`config.mk`:
```
export PLATFORM = sky130hd
export DESIGN_NAME = mem_ctrl_flat
export DESIGN_NICKNAME = d
export VERILOG_FILES = /design/src/rtl/mem_ctrl_if.sv /design/src/rtl/mem_ctrl.sv /design/src/flat_wrapper.sv
export SDC_FILE = /design/constraint.sdc
export NUM_CORES = 1
export LEC_CHECK = 0
export ABC_AREA = 1
export BUFFER_PORTS_ARGS = -buffer_cell sky130_fd_sc_hd__buf_2
export CORE_ASPECT_RATIO = 1.2
export CORE_MARGIN = 3
export CORE_UTILIZATION = 30
export CTS_CLUSTER_SIZE = 20
export DETAILED_ROUTE_END_ITERATION = 10
export HOLD_SLACK_MARGIN = 0.05
export PLACE_DENSITY_LB_ADDON = 0.1
export SYNTH_ARGS = -nofsm -noshare
export SYNTH_HDL_FRONTEND = slang
export SYNTH_SLANG_ARGS = --single-unit
```
`constraint.sdc`:
```
create_clock -name clk -period 2.38 [get_ports clk]
set_clock_uncertainty 0.1 [all_clocks]
set_input_delay 0.119 -clock clk [delete_from_list [all_inputs] [get_ports clk]]
set_output_delay 0.119 -clock clk [all_outputs]
set_load 0.02 [all_outputs]
```
`src/rtl/mem_ctrl_if.sv`:
```
// Port bundle for mem_ctrl: fetch port, load/store port, flush/IO status and the byte-wide RAM bus.
// master = requesters plus RAM side; slave = mem_ctrl.
interface mem_ctrl_if #(
   parameter int ADDR_W = 32,
   parameter int DATA_W = 32
);
   logic              if_en;
   logic [ADDR_W-1:0] if_pc;
   logic              if_done;
   logic [DATA_W-1:0] if_data;
   logic              lsb_en;
   logic              lsb_wr;
   logic [1:0]        lsb_len;
   logic [ADDR_W-1:0] lsb_addr;
   logic [DATA_W-1:0] lsb_w_data;
   logic              lsb_done;
   logic [DATA_W-1:0] lsb_r_data;
   logic              rob_clear;
   logic              io_buffer_full;
   logic [7:0]        mem_din;
   logic [7:0]        mem_dout;
   logic [ADDR_W-1:0] mem_a;
   logic              mem_wr;

   modport master (
      output if_en, if_pc, lsb_en, lsb_wr, lsb_len, lsb_addr, lsb_w_data,
             rob_clear, io_buffer_full, mem_din,
      input  if_done, if_data, lsb_done, lsb_r_data, mem_dout, mem_a, mem_wr
   );

   modport slave (
      input  if_en, if_pc, lsb_en, lsb_wr, lsb_len, lsb_addr, lsb_w_data,
             rob_clear, io_buffer_full, mem_din,
      output if_done, if_data, lsb_done, lsb_r_data, mem_dout, mem_a, mem_wr
   );
endinterface

```
`src/rtl/mem_ctrl.sv`:
```
// Arbitrates fetch and load/store requests onto a byte-wide, 1-cycle-latency RAM/IO bus (little-endian).
// Optional MC_IO_STALL_EN: IO-space stores stall while io_buffer_full is high.
module mem_ctrl #(
   parameter int         ADDR_W = 32,
   parameter int         DATA_W = 32,
   parameter logic [1:0] IO_SEL = 2'b11
) (
   input logic       clk,
   input logic       rst,
   input logic       rdy,
   mem_ctrl_if.slave bus
);
   typedef enum logic [2:0] {IDLE, IF_RD, LS_RD, LS_WR, DONE} state_t;

   state_t            state_q, state_d;
   logic [2:0]        cnt_q, n_q, len_n;
   logic [ADDR_W-1:0] a_q;
   logic [7:0]        dout_q;
   logic              wr_q;
   logic [DATA_W-1:0] rbuf_q, wdata_q, if_data_q, lsb_r_data_q;
   logic              if_done_q, lsb_done_q;
   logic              stall, last_wr;

   always_comb begin
      unique case (bus.lsb_len)
         2'd0:    len_n = 3'd1;
         2'd1:    len_n = 3'd2;
         default: len_n = 3'd4;
      endcase
   end

   assign last_wr = (3'(cnt_q + 3'd1) == n_q);

`ifdef MC_IO_STALL_EN
   assign stall = (state_q == LS_WR) && (a_q[17:16] == IO_SEL) && bus.io_buffer_full;
`else
   logic unused_io_full;
   assign unused_io_full = bus.io_buffer_full;
   assign stall = 1'b0;
`endif

   always_ff @(posedge clk) begin
      if (rst)      state_q <= IDLE;
      else if (rdy) state_q <= state_d;
   end

   always_comb begin
      state_d = state_q;
      unique case (state_q)
         IDLE: begin
            if (bus.lsb_en && !bus.rob_clear) state_d = bus.lsb_wr ? LS_WR : LS_RD;
            else if (bus.if_en)               state_d = IF_RD;
         end
         IF_RD:   if (cnt_q == n_q) state_d = DONE;
         LS_RD: begin
            if (bus.rob_clear)      state_d = IDLE;
            else if (cnt_q == n_q)  state_d = DONE;
         end
         LS_WR:   if (!stall && last_wr) state_d = DONE;
         DONE:    state_d = IDLE;
         default: state_d = IDLE;
      endcase
   end

   // Datapath follows the chosen transition so the decode lives only in the next-state process.
   always_ff @(posedge clk) begin
      if (rst) begin
         cnt_q        <= '0;
         n_q          <= '0;
         a_q          <= '0;
         dout_q       <= '0;
         wr_q         <= 1'b0;
         rbuf_q       <= '0;
         wdata_q      <= '0;
         if_data_q    <= '0;
         lsb_r_data_q <= '0;
         if_done_q    <= 1'b0;
         lsb_done_q   <= 1'b0;
      end else if (rdy) begin
         if_done_q  <= 1'b0;
         lsb_done_q <= 1'b0;
         unique case (state_q)
            IDLE: begin
               if (state_d == LS_RD || state_d == LS_WR) begin
                  a_q     <= bus.lsb_addr;
                  n_q     <= len_n;
                  cnt_q   <= '0;
                  rbuf_q  <= '0;
                  dout_q  <= bus.lsb_w_data[7:0];
                  wdata_q <= bus.lsb_w_data >> 8;
                  wr_q    <= (state_d == LS_WR);
               end else if (state_d == IF_RD) begin
                  a_q    <= bus.if_pc;
                  n_q    <= 3'd4;
                  cnt_q  <= '0;
                  rbuf_q <= '0;
               end
            end
            IF_RD, LS_RD: begin
               if (state_d == DONE) begin
                  if (state_q == IF_RD) begin
                     if_done_q <= 1'b1;
                     if_data_q <= rbuf_q;
                  end else begin
                     lsb_done_q   <= 1'b1;
                     lsb_r_data_q <= rbuf_q;
                  end
               end else if (state_d == state_q) begin
                  rbuf_q[{cnt_q[1:0], 3'b000} +: 8] <= bus.mem_din;
                  cnt_q <= cnt_q + 3'd1;
                  a_q   <= a_q + ADDR_W'(1);
               end
            end
            LS_WR: begin
               if (state_d == DONE) begin
                  wr_q       <= 1'b0;
                  lsb_done_q <= 1'b1;
               end else if (!stall) begin
                  cnt_q   <= cnt_q + 3'd1;
                  a_q     <= a_q + ADDR_W'(1);
                  dout_q  <= wdata_q[7:0];
                  wdata_q <= wdata_q >> 8;
               end
            end
            default: ;
         endcase
      end
   end

   always_comb begin
      bus.mem_wr = wr_q && rdy && !stall;
   end

   assign bus.mem_a      = a_q;
   assign bus.mem_dout   = dout_q;
   assign bus.if_done    = if_done_q;
   assign bus.if_data    = if_data_q;
   assign bus.lsb_done   = lsb_done_q;
   assign bus.lsb_r_data = lsb_r_data_q;
endmodule

```
`src/flat_wrapper.sv`:
```
// flat-port wrapper written by rule: the top's interface ports become plain ports
module mem_ctrl_flat 
#(
   parameter int         ADDR_W = 32,
   parameter int         DATA_W = 32,
   parameter logic [1:0] IO_SEL = 2'b11
)
  (clk, rst, rdy, bus_if_en, bus_if_pc, bus_lsb_en, bus_lsb_wr, bus_lsb_len, bus_lsb_addr, bus_lsb_w_data, bus_rob_clear, bus_io_buffer_full, bus_mem_din, bus_if_done, bus_if_data, bus_lsb_done, bus_lsb_r_data, bus_mem_dout, bus_mem_a, bus_mem_wr);
  mem_ctrl_if #(.ADDR_W(ADDR_W), .DATA_W(DATA_W)) bus_i ();
  input logic clk;
  input logic rst;
  input logic rdy;
  input wire logic [$bits(bus_i.if_en)-1:0] bus_if_en;
  input wire logic [$bits(bus_i.if_pc)-1:0] bus_if_pc;
  input wire logic [$bits(bus_i.lsb_en)-1:0] bus_lsb_en;
  input wire logic [$bits(bus_i.lsb_wr)-1:0] bus_lsb_wr;
  input wire logic [$bits(bus_i.lsb_len)-1:0] bus_lsb_len;
  input wire logic [$bits(bus_i.lsb_addr)-1:0] bus_lsb_addr;
  input wire logic [$bits(bus_i.lsb_w_data)-1:0] bus_lsb_w_data;
  input wire logic [$bits(bus_i.rob_clear)-1:0] bus_rob_clear;
  input wire logic [$bits(bus_i.io_buffer_full)-1:0] bus_io_buffer_full;
  input wire logic [$bits(bus_i.mem_din)-1:0] bus_mem_din;
  output wire logic [$bits(bus_i.if_done)-1:0] bus_if_done;
  output wire logic [$bits(bus_i.if_data)-1:0] bus_if_data;
  output wire logic [$bits(bus_i.lsb_done)-1:0] bus_lsb_done;
  output wire logic [$bits(bus_i.lsb_r_data)-1:0] bus_lsb_r_data;
  output wire logic [$bits(bus_i.mem_dout)-1:0] bus_mem_dout;
  output wire logic [$bits(bus_i.mem_a)-1:0] bus_mem_a;
  output wire logic [$bits(bus_i.mem_wr)-1:0] bus_mem_wr;
  assign bus_i.if_en = bus_if_en;
  assign bus_i.if_pc = bus_if_pc;
  assign bus_i.lsb_en = bus_lsb_en;
  assign bus_i.lsb_wr = bus_lsb_wr;
  assign bus_i.lsb_len = bus_lsb_len;
  assign bus_i.lsb_addr = bus_lsb_addr;
  assign bus_i.lsb_w_data = bus_lsb_w_data;
  assign bus_i.rob_clear = bus_rob_clear;
  assign bus_i.io_buffer_full = bus_io_buffer_full;
  assign bus_i.mem_din = bus_mem_din;
  assign bus_if_done = bus_i.if_done;
  assign bus_if_data = bus_i.if_data;
  assign bus_lsb_done = bus_i.lsb_done;
  assign bus_lsb_r_data = bus_i.lsb_r_data;
  assign bus_mem_dout = bus_i.mem_dout;
  assign bus_mem_a = bus_i.mem_a;
  assign bus_mem_wr = bus_i.mem_wr;
  mem_ctrl #(.ADDR_W(ADDR_W), .DATA_W(DATA_W), .IO_SEL(IO_SEL)) u_core (.clk(clk), .rst(rst), .rdy(rdy), .bus(bus_i));
endmodule
```
* Word-level counts from Yosys, hierarchy flattened
Index checks and enable logic that the tools add are counted.
** Storage, ports and cells
- Register bits after elaboration :: 180
- Bits of input ports :: 114
- Word-level logic and storage cells :: 97
** Operators by class
- $add $sub $neg :: 3
- Eq/ne operators :: 17
- Shift-type cells :: 2
- Muxes and demuxes :: 44
- Bitwise operators :: 1
- Reductions and logical operators :: 18
** Operator list (count)
- $mux W32 :: 11
- $pmux W32 S2 :: 2
- $pmux W32 S3 :: 1
- $mux W3 :: 12
- $add A32 B1 Y32 const B :: 1
- $bwmux W32 :: 1
- $shift A8 B7 Y32 const A :: 1
- $shiftx A8 B7 Y32 :: 1
- $mux W8 :: 2
- $pmux W8 S2 :: 1
- $reduce_and A4 Y1 :: 4
- $eq A3 B2 Y1 const B :: 4
- $pmux W3 S4 :: 1
- $eq A3 B3 Y1 :: 3
- $mux W1 :: 9
- $pmux W3 S3 :: 1
- $neg A5 Y7 :: 1
- $eq A3 B1 Y1 const B :: 2
- $ne A2 B1 Y1 const B :: 3
- $pmux W3 S2 :: 1
- $reduce_and A6 Y1 :: 1
- $reduce_bool A2 Y1 :: 3
- $reduce_and A5 Y1 :: 1
- $ne A2 B2 Y1 const B :: 2
- other kinds (14) :: 16

* Depth between registers and ports, before layout
Gate-level depths: netlist (run 1).
- Depth in word-level cells :: 8
- Depth in mapped cells :: 18

* Worst setup path after synthesis (run 1)
No wires, ideal clock.
- Path kind :: reg-to-reg
- Start :: register u_core.cnt_q[0]
- End :: register u_core.rbuf_q[24]
- Library setup time :: 110 ps
- Arrival :: 2079 ps
- Data required time :: 2170 ps
- Path slack :: 91 ps
- Stages on the path, launching flop included :: 18
- Path buffers :: 3
- Path through :: dfxtp_1 > inv_2 > ha_1 > inv_2 > nand2_1 > nand2_1 > nor2_4 > nand3_2 > buf_6 > nand3_1 > nor2_1 > nand3_2 > nand2_2 > buf_6 > buf_6 > nand4_1 > nand2_1 > nor2_1
** On the way
- Word-level cells in the longest chain between the ends :: 8
** RTL lines
- start: declaration :: line mem_ctrl.sv:16 : logic [2:0] cnt_q, n_q, len_n;
- start signal: assignment :: line mem_ctrl.sv:110 : cnt_q <= cnt_q + 3'd1;
- start signal: assignment :: line mem_ctrl.sv:119 : cnt_q <= cnt_q + 3'd1;
- $add A3 B1 Y3 or $eq A3 B3 Y1 (tied branches) :: line mem_ctrl.sv:32, mem_ctrl.sv:54, mem_ctrl.sv:57
- $eq A3 B3 Y1 or $mux W3 (tied branches) :: line mem_ctrl.sv:32, mem_ctrl.sv:54, mem_ctrl.sv:57
- $mux W3 (on tied branches) :: line mem_ctrl.sv:59, mem_ctrl.sv:56
- $pmux W3 S4 :: line mem_ctrl.sv:49 : unique case (state_q)
- $eq A3 B2 Y1 :: line mem_ctrl.sv:84 : if (state_d == LS_RD || state_d == LS_WR) begin
- $logic_or A1 B1 Y1 :: line mem_ctrl.sv:84
- $ne A3 B1 Y1 (no line) or $mux W32 (tied branches)
- $reduce_and A5 Y1 (no line) or $pmux W32 S2 (tied branches)
- end signal: indexed assignment :: line mem_ctrl.sv:109 : rbuf_q[{cnt_q[1:0], 3'b000} +: 8] <= bus.mem_din;
- end: declaration :: line mem_ctrl.sv:20 : logic [DATA_W-1:0] rbuf_q, wdata_q, if_data_q, lsb_r_data_q;
Parallel ways exist; a longest one is shown, timed or not. The select of a mux whose other input is x is not followed.
A chain may end at the register's enable or synchronous reset.

* Worst setup path after layout (run 1)
- Start :: register u_core.cnt_q[1]
- End :: register u_core.a_q[3] (netlist: u_core.bus.mem_a[3])
** On the way
- Word-level cells in the longest chain between the ends :: 8
** RTL lines
- $add A3 B1 Y3 or $eq A3 B3 Y1 (tied branches) :: line mem_ctrl.sv:32, mem_ctrl.sv:54, mem_ctrl.sv:57
- $eq A3 B3 Y1 or $mux W3 (tied branches) :: line mem_ctrl.sv:32, mem_ctrl.sv:54, mem_ctrl.sv:57
- $mux W3 (on tied branches) :: line mem_ctrl.sv:59, mem_ctrl.sv:56
- $pmux W3 S4 (*) :: line mem_ctrl.sv:49
- $eq A3 B2 Y1 :: line mem_ctrl.sv:84
- $logic_or A1 B1 Y1 :: line mem_ctrl.sv:84
- $ne A3 B1 Y1 (no line) or $mux W32 (tied branches)
- $reduce_and A6 Y1 (no line) or $pmux W32 S3 (tied branches)
- end signal: assignment :: line mem_ctrl.sv:85 : a_q <= bus.lsb_addr;
- end signal: assignment :: line mem_ctrl.sv:93 : a_q <= bus.if_pc;
- end signal: assignment :: line mem_ctrl.sv:111 : a_q <= a_q + ADDR_W'(1);
- end: declaration :: line mem_ctrl.sv:17 : logic [ADDR_W-1:0] a_q;
Mark *: on every way between the ends. The rest lies on a longest branch, timed or not.

==> results of run 1 <==
[synthesized netlist by cell type, types with 2 or more instances]
cell type  number
nand2_1       210
inv_1         175
dfxtp_1       172
nor2_1        141
o21ai_0       130
a21oi_1       116
nand4_1        43
clkbuf_1       42
nand3_1        40
a211oi_1       28
a31oi_1        21
buf_2          19
nor3_1         15
xnor2_1        13
inv_2           9
o2111ai_1       8
o22ai_1         8
o21bai_1        7
xor2_1          7
buf_6           6
nand2_2         6
nand3_2         6
ha_1            5
a21oi_2         3
nor2_2          3
nor2_8          3
or2_2           3
buf_1           2
buf_4           2
clkinv_1        2
nand2_4         2
nand3_4         2
nand3b_1        2
nor2_4          2
o21ai_1         2
[registers in the layout (all words and copies together) (netlist names), 3 cells and up]
signal and flops:
u_core.bus.lsb_r_data 32, u_core.n_q 3, u_core.bus.if_data 32, u_core.cnt_q 3, u_core.bus.mem_a 32, u_core.state_q 3
u_core.wdata_q 24, u_core.rbuf_q 32, u_core.bus.mem_dout 8
[through the flow]
stage / worst slack (ns) / instance area, um^2 / std cells / util (%) / setup TNS, ns
finish: 0.116 / 12400 / 1981 / 43.7 / 0
detailed placement: 0.0223 / 10400 / 1835 / 37.0 / 0
global placement: 0.0187 / 10400 / 1835 / 37.0 / 0
CTS: 0.0249 / 12000 / 1965 / 42.5 / 0
global route: -0.0194 / 12400 / 1981 / 43.7 / -0.0338
floorplan: 0.0913 / 8690 / 1260 / - / 0
[layer usage]
layer	track usage (%)	part of all wire (%)
met4	5.46	1.8
met2	31.5	49
met1	21.3	45
met5	0	0.046
met3	3.39	4.1
[cell families after synthesis]
kind of cell	Yosys count
AO/OA/AOI/OAI	324
buffers and inverters	258
flip-flops	172
XOR/XNOR	20
AND/OR/NAND/NOR	481
adder cells (fa/ha/maj)	5
[what timing repair did]
action | 4_1_cts | 5_1_grt
hold buffers | 98 | 0
setup buffers | 0 | 10
hold endpoints to repair | 82 | 0
setup endpoints to repair | 0 | 102
resized for setup | 0 | 52
[worst max-delay path by stage]
stage / start / to / slack (ns) / depth (start not counted)
after detailed placement: u_core.cnt_q[1] / u_core.n_q[0] / 0.02 / 16
after global placement: u_core.cnt_q[0] / u_core.n_q[0] / 0.02 / 16
after floorplan: u_core.cnt_q[0] / u_core.rbuf_q[24] / 0.09 / 17
after global routing: u_core.cnt_q[1] / u_core.cnt_q[1] / -0.02 / 16
final: u_core.cnt_q[1] / u_core.bus.mem_a[3] / 0.12 / 17
after CTS: u_core.cnt_q[1] / u_core.n_q[0] / 0.02 / 16
[tightest hold or removal path, cell delays in order]
cell,delay (ns)
buf_2,0.10
nand2_1,0.05
a21oi_1,0.09
a21oi_1,0.13
a21oi_1,0.07
[power groups by stage]
stage          combinational (mW)  clock (mW)  sequential (mW)
2_1_floorplan                1.20           0             3.48
3_3_place_gp                 2.02           0             3.38
3_5_place_dp                 2.03           0             3.38
4_1_cts                      2.17        2.88             3.32
5_1_grt                      2.62        2.99             3.36
6_report                     2.36        2.78             3.32
[final cells by class]
cell class | instances | area [um^2]
tap | 379 | 474
timing repair buffer | 380 | 2800
clock buffer | 19 | 443
fill | 2978 | 15900
multi-input combinational | 830 | 4350
clock inverter | 13 | 130
antenna | 2 | 5.00
sequential | 172 | 3450
inverter | 186 | 698
==> flow_metrics.tcl, run 1 <==
set metrics [dict create \
    vias 9164 \
    path_clk_slew_ns 0.07 \
    ioPinCount 221 \
    drv_slew 0 \
    slowest_delay_ns 0.33 \
    cts.path.max_buffers 2 \
    r2r-end "u_core.bus.mem_a[3]" \
    rr_startpoint "u_core.cnt_q[1]" \
    final_common_cell "buf_2" \
    reg2reg_depth 17 \
    ys_seq_area_share_pct 39.6 \
    cpLargestDelayFamily "simple AND/OR/NAND/NOR gates" \
    synth_xor_area_share_pct 2.02 \
    arrival_ns 2.49 \
    place.gp.congestion 0.809 \
    grt_pass1_wl_um 44700 \
    synth_area_leaders "dfxtp_1 40%, nand2_1 9.1%, inv_1 7.6%" \
    reg2reg_slack_ns 0.12 \
    powerDensity_nw_per_um2 685 \
    synth_top_family_by_area "simple AND/OR/NAND/NOR gates" \
    synth_top_area_share_pct 39.6 \
    drt-total-wl_um 28300 \
    cts_tree "built" \
    dieArea_um2 31100 \
    switchingPower_mw 2.87 \
    synth_fa_ha_area_share_pct 0.720 \
    antenna_found_initial 3 \
    drt_iter0_drc 420 \
    fin_nets 1706 \
    synth_compound_area_share_pct 20.6 \
    synth_top_flop_cell "dfxtp_1" \
    wl_per_cell_um 14.3 \
    cap_violations 0 \
    status "finished clean" \
    grt_pass1_vias 8919 \
    hold_path.startpoint "bus_lsb_addr[12]" \
    hold_class "in2reg" \
    worst-path-buf-inv 6 \
    fp.coreArea_um2 28300 \
    p_comb_share_pct 27.9 \
    min_to "u_core.bus.mem_a[12]" \
    dp_hpwl_um 18900 \
    fmax_ghz 0.442 \
    final-hold-violation-count 0 \
    start_kind "flop" \
    row_count 67 \
    synth-async-reset-ratio_pct 0 \
    overflow 0 \
    path_cells "inv_2 > ha_4 > inv_2 > nand2_2 > nand2_2 > nor2_4 > nand2_2 > nand2_4 > buf_6 > nand2_4 > nor2_4 > nor2_4 > buf_12 > buf_6 > buf_12 > o21ai_0 > nor2_1" \
    synthMuxAreaShare_pct 0 \
    cts_root_buffer "clkbuf_16" \
    cts_buffers 17 \
    globalRouteTotalUtil_pct 17.6 \
    timing.final.crit_share_pct 95.1 \
    p_clk_share_pct 32.8 \
    leakagePower_nw 5.31 \
    required_ns 2.60 \
    synth_nets 1379 \
    max-vdd-ir-drop_uv 457 \
    whs_path_depth 5 \
    ys_warn_count 0 \
    viasPerCell 4.63 \
    start_util_pct 30.8 \
    layout_common_cells "219 x buf_2, 206 x nand2_1, 171 x inv_1, 169 x dfxtp_1, 138 x nor2_1" \
    crit_path_max_fanout 9 \
    grt_max_degree 80 \
    p_int_mw 5.60 \
    io_buffers 219 \
    synth_edf_count 0 \
    drcViolationCount 0 \
    synth_top_cell_by_area "dfxtp_1" \
    worst_pin_slew_ns 0.679 \
    setup_viol 0 \
    relSlewSlack_pct 54.7 \
    syn_avg_cell_area_um2 6.90 \
    crit_type "reg2reg" \
    pwr-share-seq_pct 39.3 \
    p_total_mw 8.47 \
    yosys.area_share.simple_pct 25.0 \
    cts_num_sinks 172 \
    period_minus_slack_ns 2.26 \
    final_layout_size_suffix_gt1_share_pct 23.9 \
    die_w_um 161 \
    ys_ff_latch 172 \
    synth_cell_type_count 40 \
    netlist_area_um2 8690 \
    netSwitchingFraction_pct 33.9 \
    area_growth_pct 42.1 \
    drtPass1Iterations 5 \
    worstSetupEndpointType "flop" \
    synth_cells 1260 \
    die_y_um 192 \
    ant_nets 0 \
    whs_ns 0.0622 \
    htree_levels 4 \
    worst_skew_pair.late_latency_ns 0.44 \
    cp_slowest_cell "dfxtp_2" \
]
Power figures use the tool's default switching activity.
==> inputs of run 2 (changes only) <==
--- a/config.mk
+++ b/config.mk
@@ -12,7 +12,7 @@
 export CORE_UTILIZATION = 30
 export CTS_CLUSTER_SIZE = 20
 export DETAILED_ROUTE_END_ITERATION = 10
-export HOLD_SLACK_MARGIN = 0.05
+export HOLD_SLACK_MARGIN = 0.08
 export PLACE_DENSITY_LB_ADDON = 0.1
 export SYNTH_ARGS = -nofsm -noshare
 export SYNTH_HDL_FRONTEND = slang
==> flow_metrics.tcl, run 2 (synthesis results as in run 1) <==
set metrics [dict create \
    dieArea_um2 31100 \
    drtPass1Iterations 5 \
    setup_viol 0 \
    worst_pin_slew_ns 0.676 \
    reg2reg_slack_ns 0.11 \
    period_minus_slack_ns 2.27 \
    pre_cts_ws_ns 0.0223 \
    hold_path.startpoint "bus_lsb_addr[16]" \
    ioPinCount 221 \
    p_clk_share_pct 32.7 \
    relSlewSlack_pct 54.9 \
    powerDensity_nw_per_um2 682 \
    drt-total-wl_um 28400 \
    cap_violations 0 \
    die_w_um 161 \
    fin_ws_ns 0.114 \
    required_ns 2.62 \
    worst_skew_pair.late_latency_ns 0.44 \
    drt_iter0_drc 402 \
    wl_per_cell_um 14.3 \
    status "finished clean" \
    p_int_mw 5.60 \
    cts.path.max_buffers 2 \
    overflow 0 \
    fp.coreArea_um2 28300 \
    pwr-share-seq_pct 39.2 \
    vias 9235 \
    area_growth_pct 42.9 \
    switchingPower_mw 2.86 \
    max-vdd-ir-drop_uv 457 \
    startpoint "u_core.cnt_q[1]" \
    slowest_delay_ns 0.33 \
    p_comb_share_pct 28.0 \
    leakagePower_nw 5.34 \
    cts_root_buffer "clkbuf_16" \
    row_count 67 \
    start_util_pct 30.8 \
    final-hold-violation-count 0 \
    r2r-end "u_core.bus.mem_a[20]" \
    place.gp.congestion 0.809 \
    fmax_ghz 0.441 \
    crit_type "reg2reg" \
    drv_slew 0 \
    viasPerCell 4.65 \
    arrival_ns 2.50 \
    finalNonFillerCells 1988 \
    io_buffers 219 \
    nFillCells 2975 \
    min_to "u_core.bus.mem_a[16]" \
    worstSetupEndpointType "flop" \
    cts_buffers 17 \
    grt_pass1_wl_um 45100 \
    drcViolationCount 0 \
    placed_cells 1835 \
    final_layout_size_suffix_gt1_share_pct 23.8 \
    die_y_um 192 \
    crit_path_max_fanout 11 \
    start_kind "flop" \
    ant_nets 0 \
    netSwitchingFraction_pct 33.8 \
    rr_startpoint "u_core.cnt_q[1]" \
    grt_pass1_vias 9022 \
    final_common_cell "buf_2" \
    timing.final.crit_share_pct 95.2 \
    fin_nets 1713 \
    cts_num_sinks 172 \
    antenna_found_initial 3 \
    dp_hpwl_um 18900 \
    grt_max_degree 80 \
    globalRouteTotalUtil_pct 17.7 \
    whs_path_depth 5 \
    hold_class "in2reg" \
    htree_levels 4 \
    layout_common_cells "219 x buf_2, 205 x nand2_1, 171 x inv_1, 169 x dfxtp_1, 138 x nor2_1" \
    path_cells "inv_2 > ha_4 > inv_2 > nand2_2 > nand2_2 > nor2_4 > nand2_2 > nand2_4 > buf_6 > nand2_4 > nor2_4 > nor2_4 > buf_12 > buf_6 > clkbuf_16 > o21ai_1 > nor2_1" \
    path_clk_slew_ns 0.08 \
    cts_tree "built" \
    reg2reg_depth 17 \
    cp_slowest_cell "dfxtp_2" \
]
==> run 2: worst max path at each step <==
stage / depth (start not counted) / slack [ns] / endpoint
after CTS: 16 / 0.02 / u_core.n_q[0]
after detailed placement: 16 / 0.02 / u_core.n_q[0]
after global routing: 16 / -0.02 / u_core.cnt_q[1]
after floorplan: 17 / 0.09 / u_core.rbuf_q[24]
after global placement: 16 / 0.02 / u_core.n_q[0]
final: 17 / 0.11 / u_core.bus.mem_a[20]
==> run 2: cell type report <==
class / instances / area [um^2] / share of cell area, %
Clock buffer: 19 / 443 / 3.57
Clock inverter: 13 / 130 / 1.05
Tap cell: 379 / 474 / 3.82
Multi-Input combinational cell: 830 / 4350 / 35.0
Antenna cell: 2 / 5.00 / 0.0403
Inverter: 186 / 698 / 5.62
Timing Repair Buffer: 387 / 2870 / 23.1
Sequential cell: 172 / 3450 / 27.7
==> run 2: per-layer routing <==
metal / wire, um / up-vias / GRT usage, %
met4: 614 / 2 / 6.09
met2: 14000 / 196 / 31.6
met3: 1090 / 42 / 3.43
li1: - / 4798 / -
met5: 13 / - / 0
met1: 12600 / 4197 / 21.4
==> run 2: timing repair <==
action,CTS,global route
hold buffers,105,0
resized for setup,0,53
endpoints found under the hold margin,87,0
buffers inserted,0,10
setup endpoints to repair,0,102
==> run 2: stage by stage <==
| step | cell area [um^2] | utilization [%] | setup TNS (ns) | power, mW | hold slack, ns |
|---|---|---|---|---|---|
| finish | 12400 | 44.0 | 0 | 8.47 | 0.0673 |
| global route | 12400 | 44.0 | -0.0328 | 8.98 | 0.117 |
| CTS | 12100 | 42.7 | 0 | 8.37 | 0.103 |
| detailed placement | 10400 | 37.0 | 0 | 5.42 | 0.279 |
| global placement | 10400 | 37.0 | 0 | 5.40 | 0.280 |
| floorplan | 8690 | - | 0 | 4.68 | 0.162 |
==> run 2: critical path: cells and delay by family, from the launching register on <==
kind	cells	cell delay (ns)
simple gates	9	0.71
buf+inv	6	0.65
flops	1	0.33
fa+ha+maj	1	0.27
compound gates	1	0.12
==> run 2: power groups by stage <==
stage,Clock (mW),Combinational [mW],Sequential [mW]
global route,2.99,2.63,3.36
detailed placement,0,2.03,3.38
CTS,2.88,2.18,3.32
finish,2.77,2.37,3.32
floorplan,0,1.20,3.48
global placement,0,2.02,3.38
